==> src/rtl/shift_load_ctrl_if.sv <==
// Handshake and serial-output bundle for shift_load_ctrl.
//   master : word producer / serial consumer side (drives in_valid, data_in, pause, abort)
//   slave  : sequencer side (drives in_ready, serial_out, ser_valid, busy, done)
interface shift_load_ctrl_if #(
    parameter int unsigned WIDTH = 5
);
    logic             in_valid;
    logic             in_ready;
    logic [WIDTH-1:0] data_in;
    logic             pause;
    logic             abort;
    logic             serial_out;
    logic             ser_valid;
    logic             busy;
    logic             done;

    modport master (
        output in_valid, data_in, pause, abort,
        input  in_ready, serial_out, ser_valid, busy, done
    );

    modport slave (
        input  in_valid, data_in, pause, abort,
        output in_ready, serial_out, ser_valid, busy, done
    );
endinterface

==> src/rtl/shift_load_ctrl.sv <==
// Parallel-load / MSB-first serialiser sequencer.
// Accepts a WIDTH-bit word on a valid/ready handshake, shifts it out one bit
// per clock (holdable with pause, droppable with abort), then pulses done.
// Ports:
//   clk   : clock, all state changes on posedge
//   clear : asynchronous active-low reset
//   bus   : shift_load_ctrl_if.slave (handshake in, serial stream out, status)
module shift_load_ctrl #(
    parameter int unsigned WIDTH = 5
) (
    input  logic              clk,
    input  logic              clear,
    shift_load_ctrl_if.slave  bus
);

    localparam int unsigned CW = $clog2(WIDTH + 1);

    typedef enum logic [1:0] {
        ST_IDLE  = 2'd0,
        ST_SHIFT = 2'd1,
        ST_DONE  = 2'd2
    } state_e;

    state_e           state_q, state_d;
    logic [WIDTH-1:0] shreg_q, shreg_d;
    logic [CW-1:0]    cnt_q,   cnt_d;
    logic             in_ready_q, in_ready_d;
    logic             busy_q,     busy_d;
    logic             done_q,     done_d;

    // State register and registered status outputs.
    always_ff @(posedge clk or negedge clear) begin
        if (!clear) begin
            state_q    <= ST_IDLE;
            shreg_q    <= '0;
            cnt_q      <= '0;
            in_ready_q <= 1'b1;
            busy_q     <= 1'b0;
            done_q     <= 1'b0;
        end else begin
            state_q    <= state_d;
            shreg_q    <= shreg_d;
            cnt_q      <= cnt_d;
            in_ready_q <= in_ready_d;
            busy_q     <= busy_d;
            done_q     <= done_d;
        end
    end

    // Next-state, datapath and status decode.
    always_comb begin
        state_d = state_q;
        shreg_d = shreg_q;
        cnt_d   = cnt_q;

        unique case (state_q)
            ST_IDLE: begin
                if (bus.in_valid && in_ready_q) begin
                    shreg_d = bus.data_in;
                    cnt_d   = CW'(WIDTH);
                    state_d = ST_SHIFT;
                end
            end
            ST_SHIFT: begin
                if (bus.abort) begin
                    shreg_d = '0;
                    cnt_d   = '0;
                    state_d = ST_IDLE;
                end else if (!bus.pause) begin
                    shreg_d = {shreg_q[WIDTH-2:0], 1'b0};
                    if (cnt_q != '0) begin
                        cnt_d = cnt_q - CW'(1);
                    end
                    // Last bit is on serial_out this cycle.
                    if (cnt_q == CW'(1)) begin
                        shreg_d = '0;
                        state_d = ST_DONE;
                    end
                end
            end
            ST_DONE: begin
                shreg_d = '0;
                state_d = ST_IDLE;
            end
            default: begin
                shreg_d = '0;
                cnt_d   = '0;
                state_d = ST_IDLE;
            end
        endcase

        // Status flops are loaded from the next state so they track state_q exactly.
        in_ready_d = (state_d == ST_IDLE);
        busy_d     = (state_d != ST_IDLE);
        done_d     = (state_d == ST_DONE);
    end

    assign bus.in_ready   = in_ready_q;
    assign bus.busy       = busy_q;
    assign bus.done       = done_q;
    assign bus.serial_out = shreg_q[WIDTH-1];
    // ser_valid marks a fresh bit; a paused cycle re-shows the held bit, so it
    // has to follow pause within the same cycle.
    assign bus.ser_valid  = (state_q == ST_SHIFT) && !bus.pause;

endmodule

==> src/flat_wrapper.sv <==
// flat-port wrapper written by rule: the top's interface ports become plain ports
module shift_load_ctrl_flat 
#(
    parameter int unsigned WIDTH = 5
)
  (clk, clear, bus_in_valid, bus_data_in, bus_pause, bus_abort, bus_in_ready, bus_serial_out, bus_ser_valid, bus_busy, bus_done);
  shift_load_ctrl_if #(.WIDTH(WIDTH)) bus_i ();
  input  logic clk;
  input  logic clear;
  input wire logic [$bits(bus_i.in_valid)-1:0] bus_in_valid;
  input wire logic [$bits(bus_i.data_in)-1:0] bus_data_in;
  input wire logic [$bits(bus_i.pause)-1:0] bus_pause;
  input wire logic [$bits(bus_i.abort)-1:0] bus_abort;
  output wire logic [$bits(bus_i.in_ready)-1:0] bus_in_ready;
  output wire logic [$bits(bus_i.serial_out)-1:0] bus_serial_out;
  output wire logic [$bits(bus_i.ser_valid)-1:0] bus_ser_valid;
  output wire logic [$bits(bus_i.busy)-1:0] bus_busy;
  output wire logic [$bits(bus_i.done)-1:0] bus_done;
  assign bus_i.in_valid = bus_in_valid;
  assign bus_i.data_in = bus_data_in;
  assign bus_i.pause = bus_pause;
  assign bus_i.abort = bus_abort;
  assign bus_in_ready = bus_i.in_ready;
  assign bus_serial_out = bus_i.serial_out;
  assign bus_ser_valid = bus_i.ser_valid;
  assign bus_busy = bus_i.busy;
  assign bus_done = bus_i.done;
  shift_load_ctrl #(.WIDTH(WIDTH)) u_core (.clk(clk), .clear(clear), .bus(bus_i));
endmodule
==> config.mk <==
export PLATFORM = sky130hd
export DESIGN_NAME = shift_load_ctrl_flat
export DESIGN_NICKNAME = d
export VERILOG_FILES = /design/src/rtl/shift_load_ctrl_if.sv /design/src/rtl/shift_load_ctrl.sv /design/src/flat_wrapper.sv
export SDC_FILE = /design/constraint.sdc
export NUM_CORES = 1
export LEC_CHECK = 0
export ABC_AREA = 1
export CAP_MARGIN = 10
export CORE_UTILIZATION = 35
export DETAILED_ROUTE_END_ITERATION = 7
export HOLD_SLACK_MARGIN = 0.08
export SYNTH_ARGS = -nofsm -noshare
export SYNTH_HDL_FRONTEND = slang
export SYNTH_SLANG_ARGS = --single-unit
==> constraint.sdc <==
create_clock -name clk -period 3.2 [get_ports clk]
set_clock_uncertainty 0.15 [all_clocks]
set_input_delay 0.32 -clock clk [delete_from_list [all_inputs] [get_ports clk]]
set_output_delay 0.32 -clock clk [all_outputs]
set_load 0.005 [all_outputs]
# Word-level counts from Yosys, hierarchy flattened
# Index checks and enable logic that the tools add are counted.
# W data, S select, Z words.
[totals]
register_bits = 13
[op_classes]
addsub = 1
eq_ne = 7
mux = 15
n_bitwise = 1
n_reduce_logical = 9
[ops]
columns = ["op", "count"]
rows = [
  ["$mux W5", 4],
  ["$mux W3", 4],
  ["$pmux W5 S2", 1],
  ["$pmux W3 S3", 1],
  ["$mux W2", 4],
  ["$eq A2 B2 Y1 const B", 2],
  ["$logic_not A2 Y1", 2],
  ["$pmux W2 S2", 1],
  ["$reduce_and A4 Y1", 1],
  ["$eq A3 B1 Y1 const B", 1],
  ["$ne A3 B2 Y1 const B", 1],
  ["$ne A3 B3 Y1 const B", 1],
  ["$reduce_bool A3 Y1", 1],
  ["$sub A3 B1 Y3 const B", 1],
  ["$eq A2 B1 Y1 const B", 1],
  ["$logic_and A1 B1 Y1", 2],
  ["$ne A2 B1 Y1 const B", 1],
  ["$reduce_and A2 Y1", 1],
  ["$reduce_bool A2 Y1", 1],
  ["$logic_not A1 Y1", 1],
  ["$not A1 Y1", 1],
]

# Logic depth before layout (Yosys ltp)
[depth]
word_depth = 6
ltp_mapped = 8

# Worst setup path before layout
# OpenSTA, ideal clock, no wires.
[synth_timing]
path_type = "register to register"
startpoint = "register u_core.cnt_q[1]"
endpoint = "register u_core.busy_q, in the netlist u_core.bus.busy"
setup_ns = 0.117
t_arrival_ns = 1.066
slack_ns = 1.866
path_stages_with_launch = 8
period_less_slack_ns = 1.334
path_cell_list = "dfrtp_1 -> inv_1 -> ha_1 -> nand2_1 -> o21ai_1 -> nand2_1 -> nor2_1 -> inv_2"
[synth_between]
elab_chain_cells = 6
[synth_rtl]
columns = ["item", "line_no", "text"]
rows = [
  ["start, declared", "shift_load_ctrl.sv:26", "logic [CW-1:0] cnt_q, cnt_d;"],
  ["start signal, assigned", "shift_load_ctrl.sv:43", "cnt_q <= cnt_d;"],
  ["$eq A3 B1 Y1", "shift_load_ctrl.sv:75", "if (cnt_q == CW'(1)) begin"],
  ["$mux W2", "shift_load_ctrl.sv:75", ""],
  ["$mux W2", "shift_load_ctrl.sv:69", "end else if (!bus.pause) begin"],
  ["$mux W2", "shift_load_ctrl.sv:65", "if (bus.abort) begin"],
  ["$pmux W2 S2", "shift_load_ctrl.sv:56", "unique case (state_q)"],
  ["named net u_core.state_d[0]", "shift_load_ctrl.sv:24", "state_e state_q, state_d;"],
  ["$reduce_bool A2 Y1", "shift_load_ctrl.sv:94", "busy_d = (state_d != ST_IDLE);"],
  ["named net u_core.busy_d", "shift_load_ctrl.sv:28", "logic busy_q, busy_d;"],
  ["end signal, assigned", "shift_load_ctrl.sv:45", "busy_q <= busy_d;"],
  ["end, declared", "shift_load_ctrl.sv:28", ""],
]
# The timed path passes the listed nets, and every way through them passes these cells.
# A chain may end at the register's enable or synchronous reset.

# Worst setup path after layout
[layout_timing]
startpoint = "register u_core.state_q[1]"
endpoint = "output port bus_ser_valid"
[layout_between]
elab_chain_cells = 2
[layout_rtl]
columns = ["item", "line_no", "text"]
rows = [
  ["start, declared", "shift_load_ctrl.sv:24", ""],
  ["start signal, assigned", "shift_load_ctrl.sv:41", "state_q <= state_d;"],
  ["$eq A2 B1 Y1", "shift_load_ctrl.sv:104", "assign bus.ser_valid = (state_q == ST_SHIFT) && !bus.pause;"],
  ["$logic_and A1 B1 Y1", "shift_load_ctrl.sv:104", ""],
  ["end, declared", "flat_wrapper.sv:16", "output wire logic [$bits(bus_i.ser_valid)-1:0] bus_ser_valid;"],
]
# No other way between the ends.

==> impl_metrics.yaml <==
status:
  status: "complete, no violations"
logic_synthesis:
  synth-seq-cells: 13
  synth-edff-count: 0
  ys_warn_count: 0
  netlist_top_cells_count: "37 x nand2_1, 12 x dfrtp_1, 7 x nor2_1"
  synth_area_per_cell_um2: 7.98
  ys.flop_type: "dfrtp_1"
  synth_cell_types: 20
  synth_top_cell_by_area: "dfrtp_1"
  synth.most_common_cell: "nand2_1"
  seq_area_frac_synth: 0.465
  synth_cells: 88
  synth_top_area_frac: 0.428
  syn_area_um2: 702
  synth_nets: 101
  ys_top_cells_by_area: "dfrtp_1 43%, nand2_1 20%, ha_1 5.3%"
  synth-async-reset-ratio: 1.00
global_routing:
  antenna_found_initial: 0
  grt_pass1_wl_mm: 2.44
  gr-total-overflow: 0
  grt_start_max_net_pins: 14
  first_global_vias: 575
  track_usage: 0.165
floorplanning:
  die_width_um: 46.8
  pin_count: 15
  dieHeight_um: 46.8
  rows: 15
  die_area_um2: 2190
  start_util: 0.390
  design.core.area_um2: 1800
detailed_routing:
  viasPerCell: 4.56
  drtIter0Drc: 7
  wl_per_cell_um: 10.6
  drc: 0
  drtAntennaViolNets: 0
  routed_wl_mm: 1.39
  drtPass1Iterations: 4
  vias: 598
critical_path:
  cp_max_fo: 4
  critPathSlowestCell: "clkdlybuf4s50_1"
  worstPathArrival_ns: 1.52
  crit_type: "reg2out"
  crit_required_ns: 2.73
  start_kind: "flip-flop"
  cpPeakStageDelay_ns: 0.51
  crit_path_end_kind: "output port"
  path_cells: "inv_2 -> nand2_1 -> nor2_1 -> clkdlybuf4s50_1"
clock_tree:
  h-tree-depth: 1
  cts_max_path_buffers: 2
  clock_latency_ns: 0.27
  postCtsHoldBufs: 0
  ctsResizeCount: 0
  cts_tree: "built"
  cts_setup_buffers: 0
  clkSinkCount: 13
  path_clk_slew_ns: 0.08
  numCtsBuffers: 3
  cts_root_buf: "clkbuf_4"
timing:
  worst_pin_slew_ns: 0.593
  finalHoldViolations: 0
  setup_viol: 0
  period_needed_ns: 1.99
  fmax_mhz: 503
  finalSetupTns_ns: 0
  final_max_slew_viol_count: 0
  rsz0062_at_grt: "no"
  period_share: 0.621
  slew_headroom: 0.604
finish:
  drive_gt1_frac: 0.160
  nets: 120
  antennaDiodeCount: 0
  area_growth_pct: 28.2
  multi_input_area_um2: 340
  seq_area_um2: 327
  num-fill-cells: 196
run:
  maxCapViolations: 0
power:
  powerDensity_nw_per_um2: 844
  power.total_uw: 759
  peakVddDrop_mv: 0.305
  p_leak_uw: 0.000440
placement:
  gp_congestion: 0.767
  port_buffers: 14
  post-dp-hpwl_mm: 1.02
min_path:
  hp-class: "in2async"
==> sequential cells by signal, indices dropped and copies added (netlist names) <==
register,flops
u_core.shreg_q,5
u_core.bus.done,1
u_core.bus.in_ready,1
u_core.cnt_q,3
u_core.bus.busy,1
u_core.state_q,2
==> critical path: cells and delay by family (launching register included) <==
family,cells,cell delay (ns)
flip-flops,1,0.43
AND/OR/NAND/NOR,2,0.23
buffers and inverters,2,0.60
==> stage by stage <==
| stage | hold slack (ns) | setup slack [ns] | area, um2 | util | instances |
|---|---|---|---|---|---|
| floorplan | -0.126 | 1.87 | 702 | - | 88 |
| global placement | 0.312 | 1.30 | 873 | 0.485 | 127 |
| detailed placement | 0.308 | 1.27 | 873 | 0.485 | 127 |
| CTS | 0.288 | 1.19 | 900 | 0.499 | 131 |
| global route | 0.323 | 1.14 | 900 | 0.499 | 131 |
| finish | 0.266 | 1.21 | 900 | 0.499 | 131 |
==> metal layers <==
metal / routed length (um) / global-route usage
met1: 691 / 0.226
met2: 642 / 0.244
met3: 33 / 0.0346
met4: 21 / 0.0857
met5: 0 / 0
==> final timing paths <==
path	from	to	slack [ns]	cells past startpoint
worst min register to register	u_core.cnt_q[1]$_DFFE_PN0P_	u_core.cnt_q[1]$_DFFE_PN0P_	0.33	2
worst max register to register	u_core.cnt_q[1]$_DFFE_PN0P_	u_core.bus.busy$_DFF_PN0_	1.64	7
worst max-delay path	u_core.state_q[1]$_DFF_PN0_	bus_ser_valid	1.21	4
max in group asynchronous	clear	u_core.cnt_q[0]$_DFFE_PN0P_	2.25	1
min in group clk	u_core.cnt_q[1]$_DFFE_PN0P_	u_core.cnt_q[1]$_DFFE_PN0P_	0.33	2
worst min-delay path	clear	u_core.shreg_q[0]$_DFFE_PN0P_	0.27	1
==> report_power, final <==
part / switching, uW / leakage (uW) / total (uW) / internal (uW)
sequential: 43.7 / 0.000163 / 279 / 236
clock: 55.2 / 0.0000150 / 103 / 48.3
combinational: 221 / 0.000262 / 377 / 155
==> cells by family (layout without fill, tap and decap cells) <==
logic type      count (synthesis)  after routing  synth area share
fa+ha+maj                       3              3            0.0535
simple gates                   55             55             0.342
buf+inv                         8             26            0.0499
compound gates                  9              9            0.0891
flops                          13             13             0.465
==> cell usage in the layout (no fill, tap or decap), types with 2 or more instances in the layout <==
cell / n
o21ai_1: 2
inv_2: 4
clkdlybuf4s50_1: 14
dfrtp_1: 12
nor2_1: 7
ha_1: 3
clkbuf_4: 3
nand3_1: 4
nand2_1: 37
nor2_2: 2
o21ai_0: 4
inv_1: 3
==> cell type report <==
cell class,count,share of cell area
Timing Repair Buffer,14,0.156
Multi-Input combinational cell,67,0.378
Sequential cell,13,0.363
Inverter,8,0.0389
Tap cell,25,0.0348
Clock buffer,4,0.0292
Power figures use the tool's default switching activity.
